**src/rtl/rv32_if_stage.sv**
```systemverilog
module rv32_if_stage #(
  parameter logic [31:0] RESET_PC   = 32'h0000_0000,
  parameter logic [31:0] NOP_INSTR  = 32'h0000_0013,
  parameter logic [31:0] HALT_INSTR = 32'hFFFF_FFFF
) (
  input  logic        clk,
  input  logic        rst,
  output logic        imem_req,
  output logic [31:0] imem_addr,
  input  logic        imem_ack,
  input  logic [31:0] imem_rdata,
  input  logic        id_stall,
  input  logic        redirect_valid,
  input  logic [31:0] redirect_pc,
  output logic [31:0] code_bus,
  output logic [31:0] pc_id,
  output logic [31:0] pc_plus4_id,
  output logic        id_valid,
  output logic        halted
);

  typedef enum logic [1:0] {
    ST_RUN,
    ST_DROP,
    ST_HALT
  } state_t;

  state_t      state;
  state_t      state_next;

  logic [31:0] pc;
  logic [31:0] pc_next;
  logic [31:0] fetch_addr;
  logic [31:0] redirect_addr;

  logic        skid_valid;
  logic [31:0] skid_instr;
  logic [31:0] skid_pc;

  logic        accepted;
  logic        id_load;
  logic        req_waiting;

  assign redirect_addr = redirect_pc & ~32'd3;
  assign imem_addr     = fetch_addr;

  assign accepted    = (state == ST_RUN) && imem_req && imem_ack && !redirect_valid;
  assign id_load     = !id_stall || !id_valid;
  assign req_waiting = imem_req && !imem_ack;

  always_ff @(posedge clk) begin
    if (rst) begin
      state <= ST_RUN;
    end else begin
      state <= state_next;
    end
  end

  always_comb begin
    state_next = state;
    unique case (state)
      ST_RUN: begin
        if (redirect_valid) begin
          if (req_waiting) begin
            state_next = ST_DROP;
          end
        end else if (accepted && (imem_rdata == HALT_INSTR)) begin
          state_next = ST_HALT;
        end
      end
      // The in-flight ack always ends DROP; any redirect seen meanwhile
      // has already been folded into pc, so the next request uses it.
      ST_DROP: begin
        if (imem_ack) begin
          state_next = ST_RUN;
        end
      end
      ST_HALT: begin
        if (redirect_valid) begin
          state_next = ST_RUN;
        end
      end
      default: state_next = ST_RUN;
    endcase
  end

  always_comb begin
    imem_req = 1'b0;
    halted   = 1'b0;
    unique case (state)
      ST_RUN:  imem_req = !skid_valid;
      ST_DROP: imem_req = 1'b1;
      ST_HALT: halted   = 1'b1;
      default: imem_req = 1'b0;
    endcase
    if (rst) begin
      imem_req = 1'b0;
    end
  end

  always_comb begin
    pc_next = pc;
    if (redirect_valid) begin
      pc_next = redirect_addr;
    end else if (accepted) begin
      pc_next = pc + 32'd4;
    end
  end

  always_ff @(posedge clk) begin
    if (rst) begin
      pc          <= RESET_PC;
      fetch_addr  <= RESET_PC;
      skid_valid  <= 1'b0;
      skid_instr  <= '0;
      skid_pc     <= '0;
      id_valid    <= 1'b0;
      code_bus    <= NOP_INSTR;
      pc_id       <= '0;
      pc_plus4_id <= 32'd4;
    end else begin
      pc <= pc_next;

      // fetch_addr is frozen while a request is waiting for its ack.
      if (!req_waiting) begin
        fetch_addr <= pc_next;
      end

      if (redirect_valid) begin
        id_valid   <= 1'b0;
        code_bus   <= NOP_INSTR;
        skid_valid <= 1'b0;
      end else if (id_load) begin
        if (skid_valid) begin
          id_valid    <= 1'b1;
          code_bus    <= skid_instr;
          pc_id       <= skid_pc;
          pc_plus4_id <= skid_pc + 32'd4;
          skid_valid  <= 1'b0;
        end else if (accepted) begin
          id_valid    <= 1'b1;
          code_bus    <= imem_rdata;
          pc_id       <= fetch_addr;
          pc_plus4_id <= fetch_addr + 32'd4;
        end else if (state != ST_HALT) begin
          id_valid <= 1'b0;
          code_bus <= NOP_INSTR;
        end
      end else if (accepted) begin
        skid_valid <= 1'b1;
        skid_instr <= imem_rdata;
        skid_pc    <= fetch_addr;
      end
    end
  end

endmodule

```
**config.mk**
```make
export PLATFORM = sky130hd
export DESIGN_NAME = rv32_if_stage
export DESIGN_NICKNAME = d
export VERILOG_FILES = /design/src/rtl/rv32_if_stage.sv
export SDC_FILE = /design/constraint.sdc
export NUM_CORES = 1
export LEC_CHECK = 0
export CAP_MARGIN = 20
export CORE_MARGIN = 3
export CORE_UTILIZATION = 53
export DETAILED_ROUTE_END_ITERATION = 8
export PLACE_DENSITY = 0.79
export SLEW_MARGIN = 10
export SYNTH_ARGS = -nofsm -noshare
export SYNTH_HDL_FRONTEND = slang
export SYNTH_SLANG_ARGS = --single-unit
export TNS_END_PERCENT = 50
```
**constraint.sdc**
```tcl
create_clock -name clk -period 3 [get_ports clk]
set_input_delay 0.45 -clock clk [delete_from_list [all_inputs] [get_ports clk]]
set_output_delay 0.45 -clock clk [all_outputs]
set_load 0.02 [all_outputs]
```
==> metrics.md <==
| Metric | Value |
|---|---|
| Outcome | finished clean |
| Async SR Flop Fraction | 0% |
| Worst IR drop on VDD | slightly below 0.4 mV |
| Syn Area/Cell | roughly 8.5 µm² |
| Post-Layout Cell Count | 1685 |
| Setup Skew | around 0.012 ns |
| Finished Cell Area | between 10000 and 15000 µm² |
| # hold bufs at CTS | 0 |
| Core area | between 15000 and 20000 µm² |
| Iter 0 DRT Violations | approximately 780 |
| Flop pwr share | between 40 and 50% |
| Switching share of power | 24.7% |
| Post-layout min period | 2.60 ns |
| Clk root buf | clkbuf_16 |
| Via-to-Cell Ratio | 5.96 |
| Crit path DAT | roughly 3.0 ns |
| Clock power share | 43.2% |
| Overall Power | about 7 mW |
| Slew @ Worst Pin | roughly 1.1 ns |
| Site Rows | just over 50 |
| Max_cap viols | 0 |
| Post-synthesis sequential area ratio | between 40 and 50% |
| Top Metal Used | met4 |
| Commonest non-fill, non-tap cell in the layout | dfxtp_1 |
| Met2 Wirelength | between 10000 and 15000 µm |
| WS Path Type | register to register |
| Die W | between 100 and 150 µm |
| Yosys reg bits | between 200 and 250 |
| P_sw | between 1.5 and 2 mW |
| Inserted Clock Buffers | 24 |
| Hold Violations, Final | 0 |
| Placed Cells | ~1600 |
| Hpwl dp | about 21000 µm |
| Critical path launch point type | register |
| Clk pin slew, worst setup/hold paths | approximately 0.060 ns |
| Int Pwr | 5.22 mW |
| Pleak | ~4.5 nW |
| Inserted Diodes | 0 |
| Min-Delay Path Class | input port to register |
| Synthesized Nets | between 1000 and 1500 |
| Final Core Density | a little over two thirds |
| RSZ-0062 raised after global routing | no |
| Sum of negative setup slack | 0 ns |
| Drt pass-1 iters | 6 |
| I/O Buffers | between 150 and 200 |
| Per-cell routed wire length | between 15 and 20 µm |
| Comb pwr share | between 10% and 20% |
| Top_reg_cell synth | dfxtp_1 |
| Multi-input gate area | approximately 5600 µm² |
| Initial antenna violation count | 0 |
| Met1 Wirelength | approximately 14000 µm |
| Max clock buf depth | 3 |
| Synth-to-layout area growth | 28.2% |
| Commonest non-fill, non-tap cells in the layout | 225 x dfxtp_1, 197 x nand2_1, 195 x clkdlybuf4s50_1, 104 x nor2_1, 98 x a21oi_1 |
| Pwr Density | around 510 nW/µm² |
| Slew headroom | 29.7% |
| Placed Area | roughly 13000 µm² |
| Post-synth EDFFs | 0 |
| GRT Util Overall | roughly 27% |
| Highest Clock Rate | ~380 MHz |
| Cell variety after synth | 76 |
| Largest net degree at the start of global routing | 94 |
| Number of global-route vias before repair | 9271 |
| Syn Std Cell Area | between 10000 and 15000 µm² |
| CTS H-tree lvls | 1 |
| Warnings from Yosys | 0 |
| Critical path cell sequence | buf_4, mux2i_1, a21oi_4, nand4_4, or4_1, a32o_1 |
| Vias | between 10000 and 15000 |
| Grt total ovfl | 0 |
| Critical Path End Type | register |
| Worst hold slack | between 0.3 and 0.4 ns |
| Routability Congestion | between 0.8 and 0.9 |
| FF/Latch Area | about 4500 µm² |
| Final setup vio count | 0 |
| Post-CTS setup buffer count | 0 |
| CTS tree | built |
| First-pass GRT wire length | about 50000 µm |
| Synthesized instance count | around 1200 |
| Routed length on met3 | ~2200 µm |
| FILL cells | 1591 |
| I/O pins | 200 |
| Largest stage delay, worst path | between 0.5 and 0.6 ns |
| Placement Setup Slack | around 0.13 ns |
| Height of the chip | between 100 and 150 µm |
| Layout Nets | between 1000 and 1500 |
| Critical path's slowest cell | dfxtp_4 |
| Crit Path Max Fanout | 31 |
| Skew-Pair Late Insertion Delay | between 0.5 and 0.6 ns |
| Worst setup margin | between 0.3 and 0.4 ns |
| Slew Limit Fails | 0 |
| Starting Density | between 50% and 60% |
| Drc violations | 0 |
| DRT antenna net count | 0 |
| Total die area | between 20000 and 25000 µm² |
| Final wirelength | 30600 µm |
| Worst Path Required | roughly 3.4 ns |
| Fraction of final layout cells sized beyond drive strength 1 | between 10% and 20% |
| Clock sinks | between 200 and 250 |
| Post-cts resize count | 0 |
| Period utilisation layout | roughly 87% |
-- cells by family (layout without fill, tap and decap cells) --
kind of cell	count (synthesis)	after routing	synth area share (%)
adder cells (fa/ha/maj)	2	2	0.236
AND/OR/NAND/NOR	532	532	25.2
XOR/XNOR	19	19	1.57
flip-flops	226	226	42.6
multiplexers	73	73	7.31
buffers and inverters	114	290	4.74
AO/OA/AOI/OAI	278	278	18.3
-- critical path: cells and delay by family, from the launching register on --
| family | cells | cell delay, ns |
|---|---|---|
| AND/OR/NAND/NOR | 2 | 0.71 |
| multiplexers | 1 | 0.31 |
| flip-flops | 1 | 0.51 |
| AO/OA/AOI/OAI | 2 | 0.51 |
| buffers and inverters | 1 | 0.44 |
-- Yosys cell counts, types with 6 or more instances --
cell	instances	share of area [%]
and3_1	6	0.35
a211oi_1	35	2.5
o21ai_0	15	0.71
dfxtp_1	226	43
nand2_1	198	7.0
nand3_1	66	3.1
and2_1	7	0.41
a21oi_1	98	4.6
mux2i_1	37	3.5
a31oi_1	16	0.94
or3_1	9	0.53
nand3b_1	14	0.99
o311ai_0	10	0.82
buf_1	7	0.25
nor3_1	37	1.7
inv_1	13	0.46
a22oi_1	32	2.3
nand4b_1	6	0.49
nor2b_1	6	0.35
o211ai_1	11	0.78
nor4_1	12	0.71
nand4_1	26	1.5
nor2_1	105	3.7
xnor2_1	17	1.4
mux2_2	34	3.6
clkbuf_1	59	2.1
buf_2	27	1.3
-- final timing paths --
check / endpoint / slack [ns] / from / cells after the start
worst max register to register: pc_plus4_id[29]$_SDFFE_PP0P_ / 0.40 / skid_valid$_SDFFE_PP0N_ / 6
worst min register to register: pc_plus4_id[2]$_SDFFE_PP1P_ / 0.45 / pc_plus4_id[2]$_SDFFE_PP1P_ / 2
worst max-delay path: pc_plus4_id[29]$_SDFFE_PP0P_ / 0.40 / skid_valid$_SDFFE_PP0N_ / 6
worst min-delay path: skid_instr[26]$_SDFFE_PP0P_ / 0.33 / rst / 2
-- metal layers --
layer  GRT usage (%)  vias up
li1                -     4827
met4            8.11        0
met5               0        -
met1            38.8     4774
met2            41.8      390
met3            3.68       52
-- state kept, by name (all words and copies together) (netlist names) --
| name | cells |
|---|---|
| pc | 32 |
| id_valid | 1 |
| skid_valid | 1 |
| state | 2 |
| code_bus | 32 |
| pc_plus4_id | 30 |
| skid_instr | 32 |
| pc_id | 32 |
| skid_pc | 32 |
| imem_addr | 32 |
-- final cells by class --
cell class | count | share of cell area (%)
timing repair buffer | 236 | 16.8
clock buffer | 32 | 5.16
clock inverter | 8 | 0.763
sequential | 226 | 33.3
tap | 265 | 2.44
inverter | 14 | 0.386
multi-input combinational | 904 | 41.2
-- power by group through the flow --
stage                     logic (mW)  registers [mW]  clock network [mW]
after global routing           0.802            3.20                3.17
final                          0.749            3.19                3.00
after global placement         0.728            3.24                   0
after floorplan                0.336            3.29                   0
after CTS                      0.745            3.18                3.04
after detailed placement       0.740            3.25                   0
(Power assumes the default switching activity.)
